<file path="src/rtl/rotary_encoder.sv">
// rtl/rotary_encoder.sv - quadrature rotary-encoder front end driving a saturating DDS frequency-table address
//
// Ports:
//   Fg_CLK   in   1  system clock
//   RESETn   in   1  asynchronous active-low reset
//   Rot_A    in   1  encoder phase A (asynchronous, idles high)
//   Rot_B    in   1  encoder phase B (asynchronous, idles high)
//   Rot_C    in   1  push-button, active high (asynchronous, may be one clock wide)
//   Address  out 11  frequency-table address, registered
//   FreqChng out  1  one-cycle pulse in the cycle Address takes a new value
module rotary_encoder #(
    parameter int DEBOUNCE_LEN = 16,
    parameter int ADDR_MAX     = 2047
) (
    input  logic        Fg_CLK,
    input  logic        RESETn,
    input  logic        Rot_A,
    input  logic        Rot_B,
    input  logic        Rot_C,
    output logic [10:0] Address,
    output logic        FreqChng
);

    localparam int          CW     = $clog2(DEBOUNCE_LEN + 1);
    localparam logic [CW-1:0] LP_CNT_LAST = CW'(DEBOUNCE_LEN - 1);
    localparam logic [11:0] LP_MAX = 12'(ADDR_MAX);

    // 2-FF synchronisers
    logic r_a_meta, r_a_sync;
    logic r_b_meta, r_b_sync;
    logic r_c_meta, r_c_sync, r_c_sync_d;

    // debounce state
    logic          r_a_deb, r_a_deb_d, r_b_deb;
    logic [CW-1:0] r_a_cnt, r_b_cnt;

    logic [1:0]  r_step_idx;
    logic [10:0] r_addr;
    logic        r_freq_chng;

    logic        w_press;
    logic        w_a_fall;
    logic [11:0] w_step;
    logic [11:0] w_cur;
    logic [11:0] w_sum;
    logic [11:0] w_inc_val;
    logic [11:0] w_dec_val;
    logic [11:0] w_next;
    logic        w_changed;

    always_ff @(posedge Fg_CLK or negedge RESETn) begin
        if (!RESETn) begin
            r_a_meta   <= 1'b1;
            r_a_sync   <= 1'b1;
            r_b_meta   <= 1'b1;
            r_b_sync   <= 1'b1;
            r_c_meta   <= 1'b0;
            r_c_sync   <= 1'b0;
            r_c_sync_d <= 1'b0;
        end else begin
            r_a_meta   <= Rot_A;
            r_a_sync   <= r_a_meta;
            r_b_meta   <= Rot_B;
            r_b_sync   <= r_b_meta;
            r_c_meta   <= Rot_C;
            r_c_sync   <= r_c_meta;
            r_c_sync_d <= r_c_sync;
        end
    end

    // A level is accepted on the DEBOUNCE_LEN-th consecutive differing sample;
    // any sample matching the current level restarts the count.
    always_ff @(posedge Fg_CLK or negedge RESETn) begin
        if (!RESETn) begin
            r_a_deb   <= 1'b1;
            r_a_deb_d <= 1'b1;
            r_a_cnt   <= '0;
        end else begin
            r_a_deb_d <= r_a_deb;
            if (r_a_sync == r_a_deb) begin
                r_a_cnt <= '0;
            end else if (r_a_cnt == LP_CNT_LAST) begin
                r_a_deb <= r_a_sync;
                r_a_cnt <= '0;
            end else begin
                r_a_cnt <= r_a_cnt + 1'b1;
            end
        end
    end

    always_ff @(posedge Fg_CLK or negedge RESETn) begin
        if (!RESETn) begin
            r_b_deb <= 1'b1;
            r_b_cnt <= '0;
        end else begin
            if (r_b_sync == r_b_deb) begin
                r_b_cnt <= '0;
            end else if (r_b_cnt == LP_CNT_LAST) begin
                r_b_deb <= r_b_sync;
                r_b_cnt <= '0;
            end else begin
                r_b_cnt <= r_b_cnt + 1'b1;
            end
        end
    end

    assign w_press  = r_c_sync & ~r_c_sync_d;
    assign w_a_fall = r_a_deb_d & ~r_a_deb;

    always_comb begin
        w_step = 12'd1;
        case (r_step_idx)
            2'd0:    w_step = 12'd1;
            2'd1:    w_step = 12'd10;
            2'd2:    w_step = 12'd100;
            default: w_step = 12'd1000;
        endcase
    end

    // B still high at A's falling edge means A leads: decrement.
    assign w_cur     = {1'b0, r_addr};
    assign w_sum     = w_cur + w_step;
    assign w_inc_val = (w_sum > LP_MAX) ? LP_MAX : w_sum;
    assign w_dec_val = (w_cur < w_step) ? 12'd0 : (w_cur - w_step);
    assign w_next    = r_b_deb ? w_dec_val : w_inc_val;
    assign w_changed = w_a_fall && (w_next[10:0] != r_addr);

    // The step in a press cycle uses the old index since both read r_step_idx.
    always_ff @(posedge Fg_CLK or negedge RESETn) begin
        if (!RESETn) begin
            r_step_idx  <= 2'd0;
            r_addr      <= 11'd0;
            r_freq_chng <= 1'b0;
        end else begin
            if (w_press) begin
                r_step_idx <= r_step_idx + 2'd1;
            end
            if (w_changed) begin
                r_addr <= w_next[10:0];
            end
            r_freq_chng <= w_changed;
        end
    end

    assign Address  = r_addr;
    assign FreqChng = r_freq_chng;

endmodule

</file>
<file path="config.mk">
export PLATFORM = sky130hd
export DESIGN_NAME = rotary_encoder
export DESIGN_NICKNAME = d
export VERILOG_FILES = /design/src/rtl/rotary_encoder.sv
export SDC_FILE = /design/constraint.sdc
export NUM_CORES = 1
export LEC_CHECK = 0
export ABC_AREA = 1
export CAP_MARGIN = 25
export CORE_UTILIZATION = 55
export CTS_CLUSTER_SIZE = 10
export DETAILED_ROUTE_END_ITERATION = 10
export PLACE_DENSITY_LB_ADDON = 0.25
export SETUP_SLACK_MARGIN = 0.05
export SLEW_MARGIN = 0
export SYNTH_ARGS = -nofsm -noshare
export SYNTH_HDL_FRONTEND = slang
export SYNTH_SLANG_ARGS = --single-unit
</file>
<file path="constraint.sdc">
create_clock -name Fg_CLK -period 7.5 [get_ports Fg_CLK]
set_clock_uncertainty 0.2 [all_clocks]
set_input_delay 1.875 -clock Fg_CLK [delete_from_list [all_inputs] [get_ports Fg_CLK]]
set_output_delay 1.875 -clock Fg_CLK [all_outputs]
set_load 0.1 [all_outputs]
</file>
# Yosys cells after proc, flatten, opt, wreduce, memory -nomap -nowiden
# Index checks and enable logic that the tools add are counted.
[word_totals]
register_bits = 34
in_bits = 5
output_inout_bits = 12
word_cells = 47
[op_classes]
add_sub_neg = 5
order_cmp = 2
eq_ne = 7
n_mux = 8
bitwise = 6
n_reduce_logical = 4
[ops]
columns = ["op", "count"]
rows = [
  ["2-to-1 mux 11 bit", 3],
  ["case mux 10 bit (3 select lines)", 1],
  ["2-to-1 mux 5 bit", 4],
  ["adder 11 x 10 -> 12 bit", 1],
  ["> comparator 12 x 11 -> 1 bit, second input constant", 1],
  ["< comparator 11 x 12 -> 1 bit", 1],
  ["inequality test 11 bit", 1],
  ["subtractor 11 x 10 -> 11 bit", 1],
  ["adder 5 x 1 -> 5 bit, second input constant", 2],
  ["equality test 5 x 4 -> 1 bit, second input constant", 2],
  ["NOT 1 bit", 4],
  ["AND reduction 2 bit", 2],
  ["adder 2 x 1 -> 2 bit, second input constant", 1],
  ["bitwise AND 1 bit", 2],
  ["equality test 1 bit", 2],
  ["equality test 2 x 1 -> 1 bit, second input constant", 1],
  ["equality test 2 bit, second input constant", 1],
  ["logical NOT 2 bit", 1],
  ["logical AND 1 bit", 1],
]

# Logic depth before layout (Yosys ltp)
[logic_depth]
ltp_word = 8
ltp_mapped = 25
ltp_nobuf = 24

# Least setup slack after synthesis
# No wires, ideal clock.
[synth_timing]
path_kind = "flip-flop to flip-flop"
startpoint = "reg r_addr[0] (netlist: Address[0])"
endpoint = "reg r_addr[1] (netlist: Address[1])"
setup_ps = 67
t_arrival_ps = 3004
t_required_ps = 7233
setup_slack_ps = 4229
stages_incl_launch_ff = 21
path_buffers = 0
synth_period_minus_slack_ps = 3271
path_cell_list = "dfrtp_1 -> ha_1 -> inv_1 -> fa_1 -> inv_1 -> nand3_1 -> nand2_1 -> nand4_1 -> nand2_1 -> nand2_1 -> nand2_1 -> nand2_1 -> nand2_1 -> nand2_1 -> nand2_1 -> nand3_1 -> nor2_1 -> nand2_4 -> nand2_4 -> nand2_1 -> nand2_1"
[synth_between]
elab_chain_cells = 6
word_cells_on_any_way = 9
cone_classes = "add/sub (2); order compare (2); eq/ne (1); mux (3); reduce/logical (1)"
[synth_lines]
columns = ["item", "line", "rtl"]
rows = [
  ["start: declaration", "38", "logic [10:0] r_addr;"],
  ["start signal: assignment", "139", "r_addr <= w_next[10:0];"],
  ["adder 11 x 10 -> 12 bit", "122", "assign w_sum = w_cur + w_step;"],
  ["> comparator 12 x 11 -> 1 bit", "123", "assign w_inc_val = (w_sum > LP_MAX) ? LP_MAX : w_sum;"],
  ["2-to-1 mux 11 bit", "123", ""],
  ["2-to-1 mux 11 bit", "125", "assign w_next = r_b_deb ? w_dec_val : w_inc_val;"],
  ["inequality test 11 bit", "126", "assign w_changed = w_a_fall && (w_next[10:0] != r_addr);"],
  ["logical AND 1 bit", "126", ""],
]
# Parallel ways exist; a longest one is shown, timed or not.
# A chain may end at the register's enable or synchronous reset.

# Worst setup path after layout
[layout_timing]
startpoint = "reg r_addr[4] (netlist: Address[4])"
endpoint = "out Address[4]"
[layout_lines]
columns = ["item", "line", "rtl"]
rows = [
  ["end: declaration", "20", "output logic [10:0] Address,"],
]
# No word-level cell between the ends.

==> results.sh <==
export IMPL_outcome="complete, no violations"
export IMPL_synth_edff_count=0
export IMPL_reg2reg_slack_ns=3.78
export IMPL_peakVddDrop_uv=216
export IMPL_cpPeakStageDelay_ns=1.23
export IMPL_final_setup_tns_ns=0
export IMPL_setup_viol=0
export IMPL_crit_family="buffers and inverters"
export IMPL_routabilityCongestion=0.907
export IMPL_ys_async_sr_fraction_pct=100
export IMPL_htreeDepth=2
export IMPL_final_util_pct=63.7
export IMPL_clk_pin_slew_worst_paths_ns=0.07
export IMPL_grt_pass1_wl_mm=11.6
export IMPL_drc=0
export IMPL_synthCells=438
export IMPL_cts_sinks=34
export IMPL_ios=17
export IMPL_final_cells=526
export IMPL_maxSlewViolCount=0
export IMPL_synthTopCellsByArea="dfrtp_1, nand2_1, ha_1"
export IMPL_ys_ff_latch=34
export IMPL_avgRoutedWirePerCell_um=13.2
export IMPL_die_w_um=74.7
export IMPL_critPathMaxFanout=15
export IMPL_min_period_over_period_pct=56.6
export IMPL_arrival_ns=2.17
export IMPL_synth_common_cells="nand2_1, inv_1, nand3_1, nor2_1, dfrtp_1"
export IMPL_clk_latency_ns=0.29
export IMPL_antenna_found_initial=0
export IMPL_rows=26
export IMPL_synthDistinctLibCells=34
export IMPL_hp_class="register to register"
export IMPL_grt_use_total_pct=27.6
export IMPL_fillCellCount=488
export IMPL_grt_overflow=0
export IMPL_coreArea_um2=5110
export IMPL_start_kind="register"
export IMPL_routed_via_density=5.22
export IMPL_yosysTopAreaCellShare_pct=23.3
export IMPL_placed_cells=517
export IMPL_syn_nets=469
export IMPL_min_period_ns=4.25
export IMPL_cts_tree="done"
export IMPL_cts_root_buf="clkbuf_8"
export IMPL_cp_data_required_time_ns=5.43
export IMPL_cp_end_kind="output pin"
export IMPL_cts_buffers=5
export IMPL_critPathBufInv=1
export IMPL_grt_max_degree=35
export IMPL_avgSynthCellArea_um2=6.63
export IMPL_portBuffers=16
export IMPL_die_area_um2=5570
export IMPL_register_area_um2=860
export IMPL_p_leak_uw=0.00181
export IMPL_grt_pass1_vias=2604
export IMPL_routed_wl_mm=6.95
export IMPL_power_density_nw_per_um2=279
export IMPL_dp_hpwl_mm=5.28
export IMPL_yosysMostFrequentCell="nand2_1"
export IMPL_multi_input_area_um2=1740
export IMPL_rsz0062_at_grt="no"
export IMPL_initialDrtViolationCount=259
export IMPL_slew_headroom_pct=34.6
export IMPL_die_h_um=74.7
export IMPL_crit_chain="clkdlybuf4s50_1"
export IMPL_dr_pass1_iters=5
export IMPL_worstMarginPinSlew_ns=0.978
export IMPL_finalHoldViolCount=0
export IMPL_yosysTopAreaCell="dfrtp_1"
export IMPL_dominantRegCellSynth="dfrtp_1"
export IMPL_maxCapViolCount=0
export IMPL_ant_nets=0
export IMPL_cts_hold_buf=0
export IMPL_ys_seq_area_share_pct=29.6
export IMPL_fmax_mhz=235
export IMPL_n_antenna_cell=0
export IMPL_drive_above_1_share_pct=7.24
export IMPL_crit_slowest_cell="clkdlybuf4s50_1"
export IMPL_vias=2744
export IMPL_fin_nets=486
export IMPL_syn_to_final_growth_pct=12.0
export IMPL_syn_area_um2=2900
export IMPL_post_cts_setup_buffers=0
export IMPL_whs_ns=0.158
export IMPL_postCtsResizedCells=0
export IMPL_clock_path_buffers=2
export IMPL_path_class="register to output pin"
export IMPL_ys_warn_count=0
export IMPL_start_util_pct=56.9
## cell usage in the layout, fill, tap and decap left out, types with 3 or more instances in the layout
cell type	Yosys	layout
a21oi_1	10	10
clkbuf_8	0	5
clkdlybuf4s50_1	0	16
dfrtp_1	27	27
dfstp_2	7	7
ha_1	24	24
inv_1	64	64
nand2_1	152	152
nand3_1	43	43
nand3b_1	5	5
nand4_1	8	8
nor2_1	43	43
nor2_2	3	3
nor3_1	3	3
o21ai_0	8	8
xnor2_1	3	3
xor2_1	7	7
## cell families (layout without fill, tap and decap cells)
group	Yosys count	after routing	synth area share (%)
simple gates	266	266	39.6
buf+inv	75	93	10.5
flops	34	34	29.6
fa+ha+maj	26	26	11.7
compound gates	25	25	4.78
xor+xnor	10	10	3.02
mux	2	2	0.732
## worst paths after layout
| path | startpoint | end | cells after the start |
|---|---|---|---|
| max in group asynchronous | RESETn | r_b_sync | 2 |
| min in group asynchronous | RESETn | Address[10] | 2 |
| setup / recovery | Address[4] | Address[4] | 1 |
| hold reg to reg | r_a_meta | r_a_sync | 0 |
| hold / removal | r_a_meta | r_a_sync | 0 |
| setup reg to reg | r_step_idx[0] | Address[0] | 22 |
## per-stage QoR
step | instance area [um2] | worst slack (ns) | total power [uW]
finish | 3250 | 3.25 | 907
global route | 3250 | 3.22 | 987
CTS | 3250 | 3.27 | 899
detailed placement | 3110 | 3.59 | 692
global placement | 3110 | 3.59 | 685
floorplan | 2900 | 4.23 | 599
## metal layers
metal / vias up / track usage, % / share of wire (%)
met4: 0 / 9.43 / 1.6
met1: 1251 / 35.2 / 45
li1: 1396 / - / -
met2: 87 / 47.1 / 48
met3: 10 / 4.82 / 4.9
met5: - / 0 / 0
## power breakdown
| group | internal, uW | total [uW] | switching [uW] |
|---|---|---|---|
| clock | 133 | 203 | 69.5 |
| combinational | 156 | 501 | 345 |
| sequential | 195 | 203 | 8.61 |
| total | 484 | 907 | 423 |
## sequential cells by signal, indices dropped and copies added, names as in the netlist
name / flops
r_c_sync: 1
r_b_cnt: 5
r_c_meta: 1
r_b_sync: 1
r_a_meta: 1
r_step_idx: 2
r_a_sync: 1
Address: 11
r_a_cnt: 5
r_b_deb: 1
FreqChng: 1
r_b_meta: 1
r_a_deb: 1
r_c_sync_d: 1
r_a_deb_d: 1
## area by class of cell
cell class,instances,share of cell area [%]
Multi-Input combinational cell,329,53.5
Timing Repair Buffer,18,5.38
Sequential cell,34,26.4
Inverter,67,7.81
Clock buffer,5,2.12
Clock inverter,3,2.12
Tap cell,70,2.69
Note: power is estimated with default switching activity, not from simulation.
==> patch: new RTL, config.mk and constraints unchanged <==
The parameter `DEBOUNCE_LEN` goes from 16 to 32.
--- a/src/rtl/rotary_encoder.sv
+++ b/src/rtl/rotary_encoder.sv
@@ -11,3 +11,3 @@
 module rotary_encoder #(
-    parameter int DEBOUNCE_LEN = 16,
+    parameter int DEBOUNCE_LEN = 32,
     parameter int ADDR_MAX     = 2047
Formal check against the unedited RTL: same outputs for any inputs over 10 cycles, from zero or initial values and one cycle with RESETn low; that may be too few to reach the edited logic, so the function may still have changed.
==> patch against the unedited design <==
Setup slack gained 57 ps. Total power is 7.7% lower. Fmax grew 1.3%. Final area up 3.4%. Non-clock buffer count shrank 1. Sequential share of layout area rose by 0.61 points. Global-route usage is 1.1 points lower. Area after synthesis increased by 5.6%. Sequential cell count grew 2. Via count increased by 4.3%. Worst hold slack worse by 5.8 ps. Synthesized cell count is 5.5% higher. Routed wire length rose by 1.3%. Critical path type unchanged. Highest routed layer unchanged.
==> patch: results <==
group,metric,value,unit
run_status,status,"completed",
cts,cts_root_buf,"clkbuf_8",
cts,cts_setup_buffers,0,
logic_synthesis,synth_nets,494,
setup_path,critPathSlowestCell,"clkdlybuf4s50_1",
setup_path,cpPeakStageDelay,1220,ps
cts,insertion_delay,290,ps
logic_synthesis,ys_seq_area_frac,0.297,
final_layout,antenna_cells,0,
cts,path_clk_slew,70,ps
global_routing,track_usage,0.265,
setup_path,regToRegEndpoint,"Address[6]$_DFFE_PN0P_",
setup_path,cp_top_family,"buffers and inverters",
detailed_routing,vias,2861,
worst_hold_path,min_to,"r_c_sync$_DFF_PN0_",
placement,io_buffers,16,
final_layout,largest_reg_flops,11,
sta,whs,152,ps
placement,dp_hpwl,5.37,mm
detailed_routing,vias_per_cell,5.21,
global_routing,antenna_found_initial,0,
power,leakagePower,1.91,nW
setup_path,crit_fanout,11,
detailed_routing,drtIter0Drc,312,
setup_path,crit_arrival,2120,ps
cts,cts_buffer_depth,2,
placement,dp_cells,541,
worst_hold_path,worstHoldStart,"r_c_meta$_DFF_PN0_",
logic_synthesis,synth_warnings,0,
logic_synthesis,ys_top_cells_by_area,"dfrtp_1 24%, nand2_1 20%, ha_1 10%",
logic_synthesis,synth_commonest_cells,"161 x nand2_1, 68 x inv_1, 51 x nand3_1, 39 x nor2_1, 29 x dfrtp_1",
worst_hold_path,hold_class,"flop to flop",
cts,cts_made_buffers,5,
logic_synthesis,synth_top_area_cell,"dfrtp_1",
global_routing,grt_max_degree,37,
logic_synthesis,postSynthCellCount,462,
final_layout,fin_nets,510,
global_routing,grt_pass1_vias,2697,
placement,finalWeightedCongestion,0.934,
logic_synthesis,async_reset_ff_frac,1.00,
worst_hold_path,min_path_cells,0,
setup_path,r2r-start,"r_step_idx[0]$_DFFE_PN0P_",
setup_path,startpoint,"Address[4]$_DFFE_PN0P_",
detailed_routing,first_pass_iters,5,
setup_path,r2r_cells,22,
cts,postCtsResizedCells,0,
logic_synthesis,yosysUniqueCellTypes,36,
sta,slew_headroom,0.347,
detailed_routing,wl_per_cell,12.8,µm
setup_path,r2r_slack,3720,ps
final_layout,layout-drive-gt1-share,0.0752,
power,vdd_drop_max,114,µV
cts,ctsHtreeMaxLevel,2,
global_routing,grt_first_pass_wirelength,12.2,mm
setup_path,endpoint,"Address[4]",
final_layout,fill_cells,480,
patch: cell count changes after synthesis, sizes merged, moves of 2 or more:
cell and change:
a21oi -3, clkinv +2, dfrtp +2, inv +9
nand2 +10, nand3 +7, nand3b +2, nand4 -2
nor2 -4, nor3 -3, nor3b +2, o21bai +2
patch: cells by family (layout without fill, tap and decap cells):
kind of cell | count (synthesis) | after routing | synth area share
AOI/OAI and AO/OA | 26 | 26 | 0.0490
xor gates and xnor gates | 10 | 10 | 0.0286
adders and majority gates | 27 | 27 | 0.115
buffers and inverters | 86 | 103 | 0.118
DFF | 36 | 36 | 0.297
and+or+nand+nor | 277 | 277 | 0.393
patch: cell type report:
cell class                 instances  area share
sequential                        36       0.270
multi-input combinational        340       0.533
timing repair buffer              17      0.0498
clock inverter                     3      0.0126
tap                               70      0.0260
inverter                          78      0.0874
clock buffer                       5      0.0205
patch: through the flow:
stage | util | power [mW] | area (µm²) | setup slack [ps]
after floorplan | - | 0.573 | 3070 | 4240
after CTS | 0.642 | 0.831 | 3360 | 3300
after detailed placement | 0.621 | 0.655 | 3250 | 3630
final | 0.642 | 0.837 | 3360 | 3310
after global placement | 0.621 | 0.647 | 3250 | 3640
after global routing | 0.642 | 0.908 | 3360 | 3250
patch: metal layers:
metal / vias up / wire [µm] / global-route usage
met5: - / 0 / 0
met4: 0 / 162 / 0.106
met3: 16 / 292 / 0.0417
met2: 82 / 3070 / 0.404
met1: 1305 / 3520 / 0.374
li1: 1458 / - / -
patch: where the power goes:
part,switching (mW),internal (mW),total [mW]
registers,0.00832,0.205,0.213
logic,0.301,0.150,0.451
clock network,0.0744,0.0984,0.173
total,0.384,0.454,0.837
